===== src/rtl/demux_stream_1ton.sv =====
// Registered 1:N stream demultiplexer with one holding register per
// channel, all-or-nothing broadcast and a sticky out-of-range select flag.
module demux_stream_1ton #(
    parameter int WIDTH = 8,
    parameter int N_OUT = 8,
    parameter int SEL_W = 3
) (
    input  logic                   clk,
    input  logic                   rst_n,
    input  logic                   in_valid,
    output logic                   in_ready,
    input  logic [WIDTH-1:0]       in_data,
    input  logic [SEL_W-1:0]       in_sel,
    input  logic                   in_bcast,
    output logic [N_OUT-1:0]       out_valid,
    input  logic [N_OUT-1:0]       out_ready,
    output logic [N_OUT*WIDTH-1:0] out_data,
    output logic                   err_sel,
    input  logic                   err_clr
);

    typedef enum logic {
        EMPTY = 1'b0,
        FULL  = 1'b1
    } ch_state_e;

    localparam logic [SEL_W:0] N_LIM = (SEL_W+1)'(N_OUT);

    ch_state_e                    state_q [N_OUT];
    ch_state_e                    state_d [N_OUT];
    logic [N_OUT-1:0][WIDTH-1:0]  data_q;
    logic                         err_q;
    logic                         err_d;

    logic [N_OUT-1:0] free;
    logic [N_OUT-1:0] load;
    logic [N_OUT-1:0] pop;
    logic             sel_ok;
    logic             sel_free;
    logic             accept;

    always_comb begin
        out_valid = '0;
        for (int k = 0; k < N_OUT; k++) begin
            out_valid[k] = (state_q[k] == FULL);
        end
    end

    // A channel is free when empty or being drained this cycle.
    always_comb begin
        free     = ~out_valid | out_ready;
        pop      = out_valid & out_ready;
        sel_ok   = {1'b0, in_sel} < N_LIM;
        sel_free = 1'b0;
        for (int k = 0; k < N_OUT; k++) begin
            if (in_sel == SEL_W'(k)) begin
                sel_free = free[k];
            end
        end
        if (in_bcast) begin
            in_ready = &free;
        end else if (sel_ok) begin
            in_ready = sel_free;
        end else begin
            in_ready = 1'b1;
        end
        accept = in_valid & in_ready;
        load   = '0;
        for (int k = 0; k < N_OUT; k++) begin
            load[k] = accept &
                      (in_bcast | (sel_ok & (in_sel == SEL_W'(k))));
        end
        err_d = (accept & ~in_bcast & ~sel_ok) | (err_q & ~err_clr);
    end

    always_comb begin
        for (int k = 0; k < N_OUT; k++) begin
            state_d[k] = state_q[k];
            unique case (state_q[k])
                EMPTY: if (load[k]) state_d[k] = FULL;
                FULL:  if (pop[k] && !load[k]) state_d[k] = EMPTY;
            endcase
        end
    end

    always_ff @(posedge clk or negedge rst_n) begin
        if (!rst_n) begin
            for (int k = 0; k < N_OUT; k++) begin
                state_q[k] <= EMPTY;
            end
            data_q <= '0;
            err_q  <= 1'b0;
        end else begin
            for (int k = 0; k < N_OUT; k++) begin
                state_q[k] <= state_d[k];
                if (load[k]) begin
                    data_q[k] <= in_data;
                end
            end
            err_q <= err_d;
        end
    end

    assign out_data = data_q;
    assign err_sel  = err_q;

endmodule

===== config.mk =====
export PLATFORM = sky130hd
export DESIGN_NAME = demux_stream_1ton
export DESIGN_NICKNAME = d
export VERILOG_FILES = /design/src/rtl/demux_stream_1ton.sv
export SDC_FILE = /design/constraint.sdc
export NUM_CORES = 1
export LEC_CHECK = 0
export ABC_AREA = 0
export BUFFER_PORTS_ARGS = -buffer_cell sky130_fd_sc_hd__buf_2
export CORE_MARGIN = 2
export CORE_UTILIZATION = 26
export CTS_BUF_LIST = sky130_fd_sc_hd__clkbuf_8
export DETAILED_ROUTE_END_ITERATION = 16
export SKIP_CTS_REPAIR_TIMING = 1
export SYNTH_ARGS = -nofsm -noshare
export SYNTH_HDL_FRONTEND = slang
export SYNTH_SLANG_ARGS = --single-unit

===== constraint.sdc =====
create_clock -name clk -period 2.5 [get_ports clk]
set_clock_uncertainty 0.15 [all_clocks]
set_input_delay 0.25 -clock clk [delete_from_list [all_inputs] [get_ports clk]]
set_output_delay 0.25 -clock clk [all_outputs]
set_load 0.01 [all_outputs]

==> results of run 1 <==
-- cell type report --
class / instances / area (um2) / area share (%)
Clock buffer: 10 / 137.6 / 3.378
Inverter: 3 / 11.26 / 0.2764
Multi-Input combinational cell: 117 / 1256 / 30.84
Sequential cell: 73 / 1827 / 44.84
Tap cell: 147 / 183.9 / 4.515
Timing Repair Buffer: 109 / 633.1 / 15.54
Clock inverter: 5 / 25.02 / 0.6143
-- cells in the final DEF (no fill, tap or decap), types with 2 or more instances in the layout --
master | synthesis | routed
and3_1 | 3 | 3
buf_12 | 0 | 4
buf_2 | 1 | 96
buf_4 | 4 | 7
clkbuf_8 | 0 | 10
clkinv_2 | 0 | 2
dfrtp_1 | 73 | 73
dlygate4sd3_1 | 0 | 2
inv_1 | 2 | 4
mux2_2 | 56 | 56
mux2_4 | 8 | 8
nand2_1 | 10 | 10
nand2b_1 | 7 | 7
nand4_1 | 2 | 2
nor2b_1 | 2 | 2
nor3_1 | 3 | 2
o21ai_0 | 2 | 2
o221ai_4 | 8 | 8
-- per-layer routing --
layer  global-route usage, %  wire length, um  vias to the layer above
met2                   20.60             3872                       88
met4                   4.553              125                        0
li1                        -                -                      960
met5                       0                0                        -
met1                   17.73             3754                     1043
met3                   4.623              559                       11
-- sequential cells by signal, indices dropped and copies added (netlist names) --
signal and flops:
err_sel 1, out_valid 8, out_data 64
-- stage by stage --
step / area (um2) / instances / total power [mW] / hold WS [ns] / util [%]
after floorplan: 3136 / 199 / 3.018 / -0.1956 / -
after global placement: 3891 / 447 / 3.857 / 0.2507 / 32.67
after detailed placement: 3891 / 447 / 3.897 / 0.2594 / 32.67
after CTS: 4054 / 462 / 4.731 / -0.1230 / 34.03
after global routing: 4074 / 464 / 4.977 / 0.06862 / 34.20
final: 4074 / 464 / 4.644 / 0.07688 / 34.20
-- worst max path at each step --
stage                       from           end  slack, ns  cells after the start
floorplan           out_valid[4]  out_data[40]       0.46                      5
global placement       in_sel[0]  out_data[12]       0.26                      7
detailed placement     in_sel[0]  out_data[13]       0.18                      7
CTS                 out_valid[4]      in_ready       0.16                      5
global route        out_valid[4]      in_ready       0.05                      5
finish              out_valid[6]      in_ready       0.18                      5
-- critical path: stages, from the launching register on --
cell and delay, ns:
dfrtp_1 0.38, nand2b_1 0.20, o221ai_2 0.17, o21ai_4 0.51, o21a_1 0.18, buf_2 0.13
-- power by group through the flow --
stage               clock, mW  combinational (mW)  sequential (mW)
finish                  0.797                1.82             2.03
global route            0.909                1.97             2.10
CTS                     0.842                1.85             2.04
detailed placement          0                1.85             2.05
global placement            0                1.83             2.03
floorplan                   0               0.734             2.28
-- cell families after synthesis --
kind of cell	count (synthesis)
compound gates	18
buf+inv	9
flops	73
mux	64
simple gates	35
==> results.cfg, run 1 <==
[timing]
finalCriticalPeriod_ns = 2.319
tns_ns = 0
slew-limit-headroom_pct = 36.93
tightest_slew_ns = 0.9460
final-max-slew-violation-count = 0
fmax_mhz = 431.3
rsz0062_at_grt = false
setup_ws_ns = 0.1813
hold_viol_final = 0
setup_violations = 0
post-route-period-util_pct = 92.75

[synth]
synth_compound_area_share_pct = 9.697
yosys.area_share.simple_pct = 6.265
synth_top_family_by_area = multiplexers
synth_edf_count = 0
yosysUniqueCellTypes = 32
ys_ff_latch = 73
synth_top_area_cell = dfrtp_1
netlist_instances = 199
synthAdderAreaFrac_pct = 0
synth_common_cells = dfrtp_1 (73), mux2_2 (56), nand2_1 (10), mux2_4 (8), o221ai_4 (8)
synth_flop_cell = dfrtp_1
async_flop_share_pct = 100.0
synth_top_area_share_pct = 58.26
synthTopCellsByArea = dfrtp_1 (58%), mux2_2 (20%), o221ai_4 (6.7%), mux2_4 (3.8%), nand2b_1 (1.4%)
synth.avg_cell_area_um2 = 15.76
synth_mux_area_share_pct = 23.94
yosysWarnings = 0
synth_xor_area_share_pct = 0
ys_seq_area_share_pct = 58.26
syn_nets = 223
synth.most_common_cell = dfrtp_1
synth_area_mm2 = 0.003136

[detailed_routing]
drt_pass1_iterations = 4
vias_per_cell = 4.530
wirelength_um = 8312
vias = 2102
antenna_left = 0
drt_iter0_markers = 94
drc = 0
routedWlPerCell_um = 17.91

[clock_network]
cts_buffer_depth = 2
htreeDepth = 3
clock_latency_ns = 0.34
cts_tree = done
cts_root_buf = clkbuf_8
path_clk_slew_ns = 0.08
clock_sinks = 73
cts_buffers = 9

[setup_path]
r2r-end = out_data[13]
cp-start-kind = flop
ff2ff_setup_slack_ns = 0.25
cp_max_fo = 9
arrival_ns = 1.92
reg2reg_from = out_valid[6]
crit_path_end_kind = primary output
ff2ff_path_depth = 6
critical_path_class = flop to primary output
critPathRequiredTime_ns = 2.10

[global_routing]
grt_pass1_wl_um = 12790
track_usage_pct = 13.41
antenna_found_initial = 0
grt_pass1_vias = 2129
grt_max_degree = 74
grt_overflow_total = 0

[floorplanning]
core_area_mm2 = 0.01191
die_height_um = 113.8
row_count = 40
ios = 98
die_w_um = 113.8
die_area_mm2 = 0.01295
floorplan.initialDensity_pct = 26.32

[pwr]
ir_worst_vdd_uv = 535.5
p_comb_share_pct = 39.2
power.switching_mw = 1.585
p_int_mw = 3.059
leakage_nw = 1.941
power.density_mw_per_mm2 = 1140
power_frac_seq_pct = 43.7
p_clk_share_pct = 17.2
sw_frac_of_total_pct = 34.13

[worst_hold_path]
hp-class = input port to flop
worstHoldPathCells = 3
holdPathEnd = out_valid[4]
hold_start = out_ready[4]

[finish]
n_fill_cell = 1205
final_layout_size_suffix_gt1_share_pct = 62.46
nNetsFinal = 337
diodes = 0
area_growth_pct = 29.93

[place]
gp_congestion = 0.8417
dp_hpwl_um = 5826
io_buffers = 97
preCtsSetupSlack_ns = 0.1790

[run]
max-cap-violations = 0

[outcome]
status = completed
No activity file was read; power rests on OpenSTA's default activity.
==> run 2, diff against run 1 <==
--- a/config.mk
+++ b/config.mk
@@ -7,10 +7,12 @@
 export LEC_CHECK = 0
 export ABC_AREA = 0
 export BUFFER_PORTS_ARGS = -buffer_cell sky130_fd_sc_hd__buf_2
+export CAP_MARGIN = 40
 export CORE_MARGIN = 2
 export CORE_UTILIZATION = 26
 export CTS_BUF_LIST = sky130_fd_sc_hd__clkbuf_8
 export DETAILED_ROUTE_END_ITERATION = 16
+export PLACE_DENSITY = 0.57
 export SKIP_CTS_REPAIR_TIMING = 1
 export SYNTH_ARGS = -nofsm -noshare
 export SYNTH_HDL_FRONTEND = slang
==> constraint.sdc (replaced) <==
create_clock -name clk -period 2.5 [get_ports clk]
set_clock_uncertainty 0.15 [all_clocks]
set_input_delay 0.375 -clock clk [delete_from_list [all_inputs] [get_ports clk]]
set_output_delay 0.375 -clock clk [all_outputs]
set_load 0.01 [all_outputs]
==> run 2 against run 1 <==
- power up 1.7%
- highest routed layer unchanged
- core utilization up 0.81 points
- largest power group unchanged
- critical endpoint unchanged
- maximum frequency up 0.67%
- critical path type unchanged
- routed wire length down 4.9%
==> results.cfg, run 2 (synthesis results as in run 1) <==
[finish]
final_cells = 474
diodes = 0
finalInstanceArea_mm2 = 0.004170
final_layout_size_suffix_gt1_share_pct = 64.53
postLayoutCoreUtil_pct = 35.01
final_common_cell = buf_2
largest_reg_flops = 64
area_growth_pct = 33.00
layout_common_cells = buf_2 (96), dfrtp_1 (73), mux2_2 (56), buf_4 (16), clkbuf_8 (11)
nNetsFinal = 346

[setup_path]
path_delay_family = compound AO/OA/AOI/OAI gates
cp_slowest_cell = dfrtp_1
crit_path_end_kind = primary output
cp_max_fo = 9
critPathRequiredTime_ns = 1.98
cp_cell_sequence = nand2b_1 -> nand3_1 -> a32oi_1 -> buf_12 -> o21a_1 -> buf_2
path_buf_inv = 2
cp_slowest_stage_delay_ns = 0.38
cp-start-kind = flop
critical_path_class = flop to primary output
arrival_ns = 1.78

[floorplanning]
row_count = 40
die_area_mm2 = 0.01295
core_area_mm2 = 0.01191
ios = 98
die_w_um = 113.8
die_height_um = 113.8
floorplan.initialDensity_pct = 26.32

[timing]
hold_viol_final = 0
finalCriticalPeriod_ns = 2.303
tns_ns = 0
post-route-period-util_pct = 92.13
slew-limit-headroom_pct = 59.76
holdWs_ns = 0.03225
setup_violations = 0
tightest_slew_ns = 0.5953
final-max-slew-violation-count = 0
rsz0062_at_grt = false
fmax_mhz = 434.2
setup_ws_ns = 0.1967

[pwr]
power.density_mw_per_mm2 = 1133
power_mw = 4.723
leakage_nw = 1.983
ir_worst_vdd_uv = 464.3

[clock_network]
clock_latency_ns = 0.34
path_clk_slew_ns = 0.08
cts_root_buf = clkbuf_8
cts_buffers = 9
cts_tree = done
htreeDepth = 3
cts_buffer_depth = 2
clock_sinks = 73

[detailed_routing]
drt_iter0_markers = 88
vias = 2104
wirelength_um = 7908
vias_per_cell = 4.439
antenna_left = 0
drc = 0
routedWlPerCell_um = 16.68
drt_pass1_iterations = 4

[global_routing]
grt_overflow_total = 0
grt_pass1_vias = 2164
antenna_found_initial = 0
grt_pass1_wl_um = 12280
track_usage_pct = 12.71
grt_max_degree = 43

[place]
placed_cells = 454
gp_congestion = 0.7295
io_buffers = 97
placed_cell_area_mm2 = 0.003956
dp_hpwl_um = 5800
preCtsSetupSlack_ns = 0.2144

[worst_hold_path]
hp-class = input port to flop

[run]
max-cap-violations = 0

[outcome]
status = completed
## run 2: cell count changes in the layout (fill, tap and decap cells not counted)
| cell | delta |
|---|---|
| clkbuf_8 | +1 |
| inv_1 | -2 |
| dlygate4sd3_1 | -1 |
| clkinvlp_4 | +1 |
| clkinv_2 | +1 |
| buf_4 | +9 |
| buf_12 | +1 |
## run 2: cell type report
cell class,instances,area (um2)
fill,1207,7741
timing repair buffer,118,710.7
clock buffer,11,151.4
multi-input combinational,117,1256
sequential,73,1827
clock inverter,5,30.03
inverter,3,11.26
tap,147,183.9
## run 2: routing by layer
layer | track usage, % | wire (um) | vias up | share of wire [%]
li1 | - | - | 969 | -
met1 | 17.17 | 3687 | 1058 | 47
met2 | 19.16 | 3608 | 65 | 46
met3 | 3.879 | 471 | 12 | 6.0
met4 | 4.959 | 141 | 0 | 1.8
met5 | 0 | 0 | - | 0
## run 2: worst register-to-register path, stage by stage (launching register included)
cell,delay (ns)
dfrtp_1,0.34
or2b_1,0.28
o221ai_2,0.22
o21ai_4,0.11
buf_4,0.20
o221ai_4,0.19
buf_4,0.20
mux2_2,0.34
## run 2: worst paths after layout
kind,endpoint,cells after the start,startpoint,slack [ns]
max,in_ready,6,out_valid[6],0.20
min,err_sel,2,err_clr,0.03
max reg2reg,out_data[52],7,out_valid[4],0.38
min reg2reg,out_data[63],1,out_data[63],0.35
max in group asynchronous,out_data[36],3,rst_n,1.26
min in group asynchronous,out_valid[7],2,rst_n,0.35
## run 2: power by group
| group | leakage (nW) | switching, mW | total [mW] | internal [mW] |
|---|---|---|---|---|
| Combinational | 1.01 | 0.852 | 1.83 | 0.974 |
| Sequential | 0.879 | 0.301 | 2.04 | 1.73 |
| Clock | 0.0911 | 0.451 | 0.860 | 0.410 |
| Total | 1.98 | 1.60 | 4.72 | 3.12 |
==> run 3, diff against run 2 <==
--- a/config.mk
+++ b/config.mk
@@ -8,11 +8,13 @@
 export ABC_AREA = 0
 export BUFFER_PORTS_ARGS = -buffer_cell sky130_fd_sc_hd__buf_2
 export CAP_MARGIN = 40
+export CELL_PAD_IN_SITES_DETAIL_PLACEMENT = 1
+export CELL_PAD_IN_SITES_GLOBAL_PLACEMENT = 1
 export CORE_MARGIN = 2
 export CORE_UTILIZATION = 26
 export CTS_BUF_LIST = sky130_fd_sc_hd__clkbuf_8
 export DETAILED_ROUTE_END_ITERATION = 16
-export PLACE_DENSITY = 0.57
+export PLACE_DENSITY = 0.66
 export SKIP_CTS_REPAIR_TIMING = 1
 export SYNTH_ARGS = -nofsm -noshare
 export SYNTH_HDL_FRONTEND = slang
==> run 3 against run 2 <==
- via count rose by 0.90%
- first-iteration DRC count decreased by 56%
- routed wire length grew 9.8%
- count of clock-buffer cells in the layout grew 1
- sequential power hardly changed
- die area did not move
- combinational power about the same
- critical path depth is the same
- non-clock buffer count fell by 5
- final cell count down 1.1%
- sequential cell count unchanged
- final area shrank 0.15%
- largest power group unchanged
==> results.cfg, run 3 (synthesis results as in run 1) <==
[clock_network]
cts_tree = done
path_clk_slew_ns = 0.08
cts_buffers = 9
clock_latency_ns = 0.35
cts_buffer_depth = 2
clock_sinks = 73
htreeDepth = 3
cts_root_buf = clkbuf_8

[timing]
finalCriticalPeriod_ns = 2.369
tns_ns = 0
final-max-slew-violation-count = 0
setup_ws_ns = 0.1310
rsz0062_at_grt = false
hold_viol_final = 0
post-route-period-util_pct = 94.76
setup_violations = 0
tightest_slew_ns = 0.5548
fmax_mhz = 422.1
slew-limit-headroom_pct = 63.01

[detailed_routing]
routedWlPerCell_um = 18.52
drt_pass1_iterations = 4
vias_per_cell = 4.527
antenna_left = 0
drc = 0
wirelength_um = 8686
vias = 2123
drt_iter0_markers = 39

[setup_path]
crit_path_end_kind = primary output
cp_max_fo = 9
critical_path_class = flop to primary output
critPathRequiredTime_ns = 1.98
arrival_ns = 1.84
cp-start-kind = flop

[floorplanning]
row_count = 40
die_w_um = 113.8
ios = 98
core_area_mm2 = 0.01191
die_height_um = 113.8
die_area_mm2 = 0.01295
floorplan.initialDensity_pct = 26.32

[global_routing]
grt_pass1_vias = 2259
antenna_found_initial = 0
grt_max_degree = 46
track_usage_pct = 14.03
grt_overflow_total = 0
grt_pass1_wl_um = 13200

[pwr]
ir_worst_vdd_uv = 428.8
power.density_mw_per_mm2 = 1168
power_mw = 4.865
leakage_nw = 1.978

[place]
gp_congestion = 0.8313
io_buffers = 97
preCtsSetupSlack_ns = 0.05421
dp_hpwl_um = 6208

[finish]
final_common_cell = buf_2
diodes = 0
area_growth_pct = 32.80
layout_common_cells = buf_2 (96), dfrtp_1 (73), mux2_2 (56), clkbuf_8 (12), buf_4 (11)
largest_reg_flops = 64
final_layout_size_suffix_gt1_share_pct = 63.35
postLayoutCoreUtil_pct = 34.96
nNetsFinal = 341

[outcome]
status = completed

[worst_hold_path]
hp-class = input port to flop

[run]
max-cap-violations = 0
==> run 3: worst paths after layout <==
check | startpoint | to | slack [ns] | cells after the start
min | out_ready[1] | out_valid[1] | 0.18 | 3
max | out_valid[6] | in_ready | 0.13 | 6
max in group asynchronous | rst_n | out_data[52] | 1.30 | 3
min reg2reg | out_data[2] | out_data[2] | 0.35 | 1
max reg2reg | out_valid[4] | out_data[54] | 0.23 | 6
min in group asynchronous | rst_n | out_valid[5] | 0.34 | 2
==> run 3: layer usage <==
metal / wire length, um / track usage, %
met1: 3941 / 17.92
met2: 4173 / 22.08
met3: 425 / 3.932
met4: 146 / 6.585
met5: 0 / 0
==> run 3: critical path, cell delays in order (launching register included) <==
cell	delay, ns
dfrtp_1	0.38
nand2b_1	0.17
nand3_1	0.10
a32oi_1	0.35
buf_12	0.21
o21a_1	0.14
buf_2	0.13
==> run 3: power breakdown <==
group          internal, mW  leakage, nW  switching, mW
clock                 0.543        0.110          0.461
sequential             1.73        0.879          0.280
combinational         0.959        0.989          0.888
total                  3.24         1.98           1.63
==> run 3: layout make-up <==
type | count | area [um2]
fill | 1306 | 7747
sequential | 73 | 1827
multi-input combinational | 117 | 1256
timing repair buffer | 113 | 670.6
tap | 147 | 183.9
clock buffer | 12 | 165.2
clock inverter | 4 | 50.05
inverter | 3 | 11.26
==> run 3: through the flow <==
step | cells | area (um2) | hold slack, ns
after floorplan | 199 | 3136 | -0.07059
after global placement | 448 | 3886 | 0.3280
after detailed placement | 449 | 3914 | 0.1901
after CTS | 465 | 4129 | -0.2069
after global routing | 469 | 4164 | 0.1928
final | 469 | 4164 | 0.1792
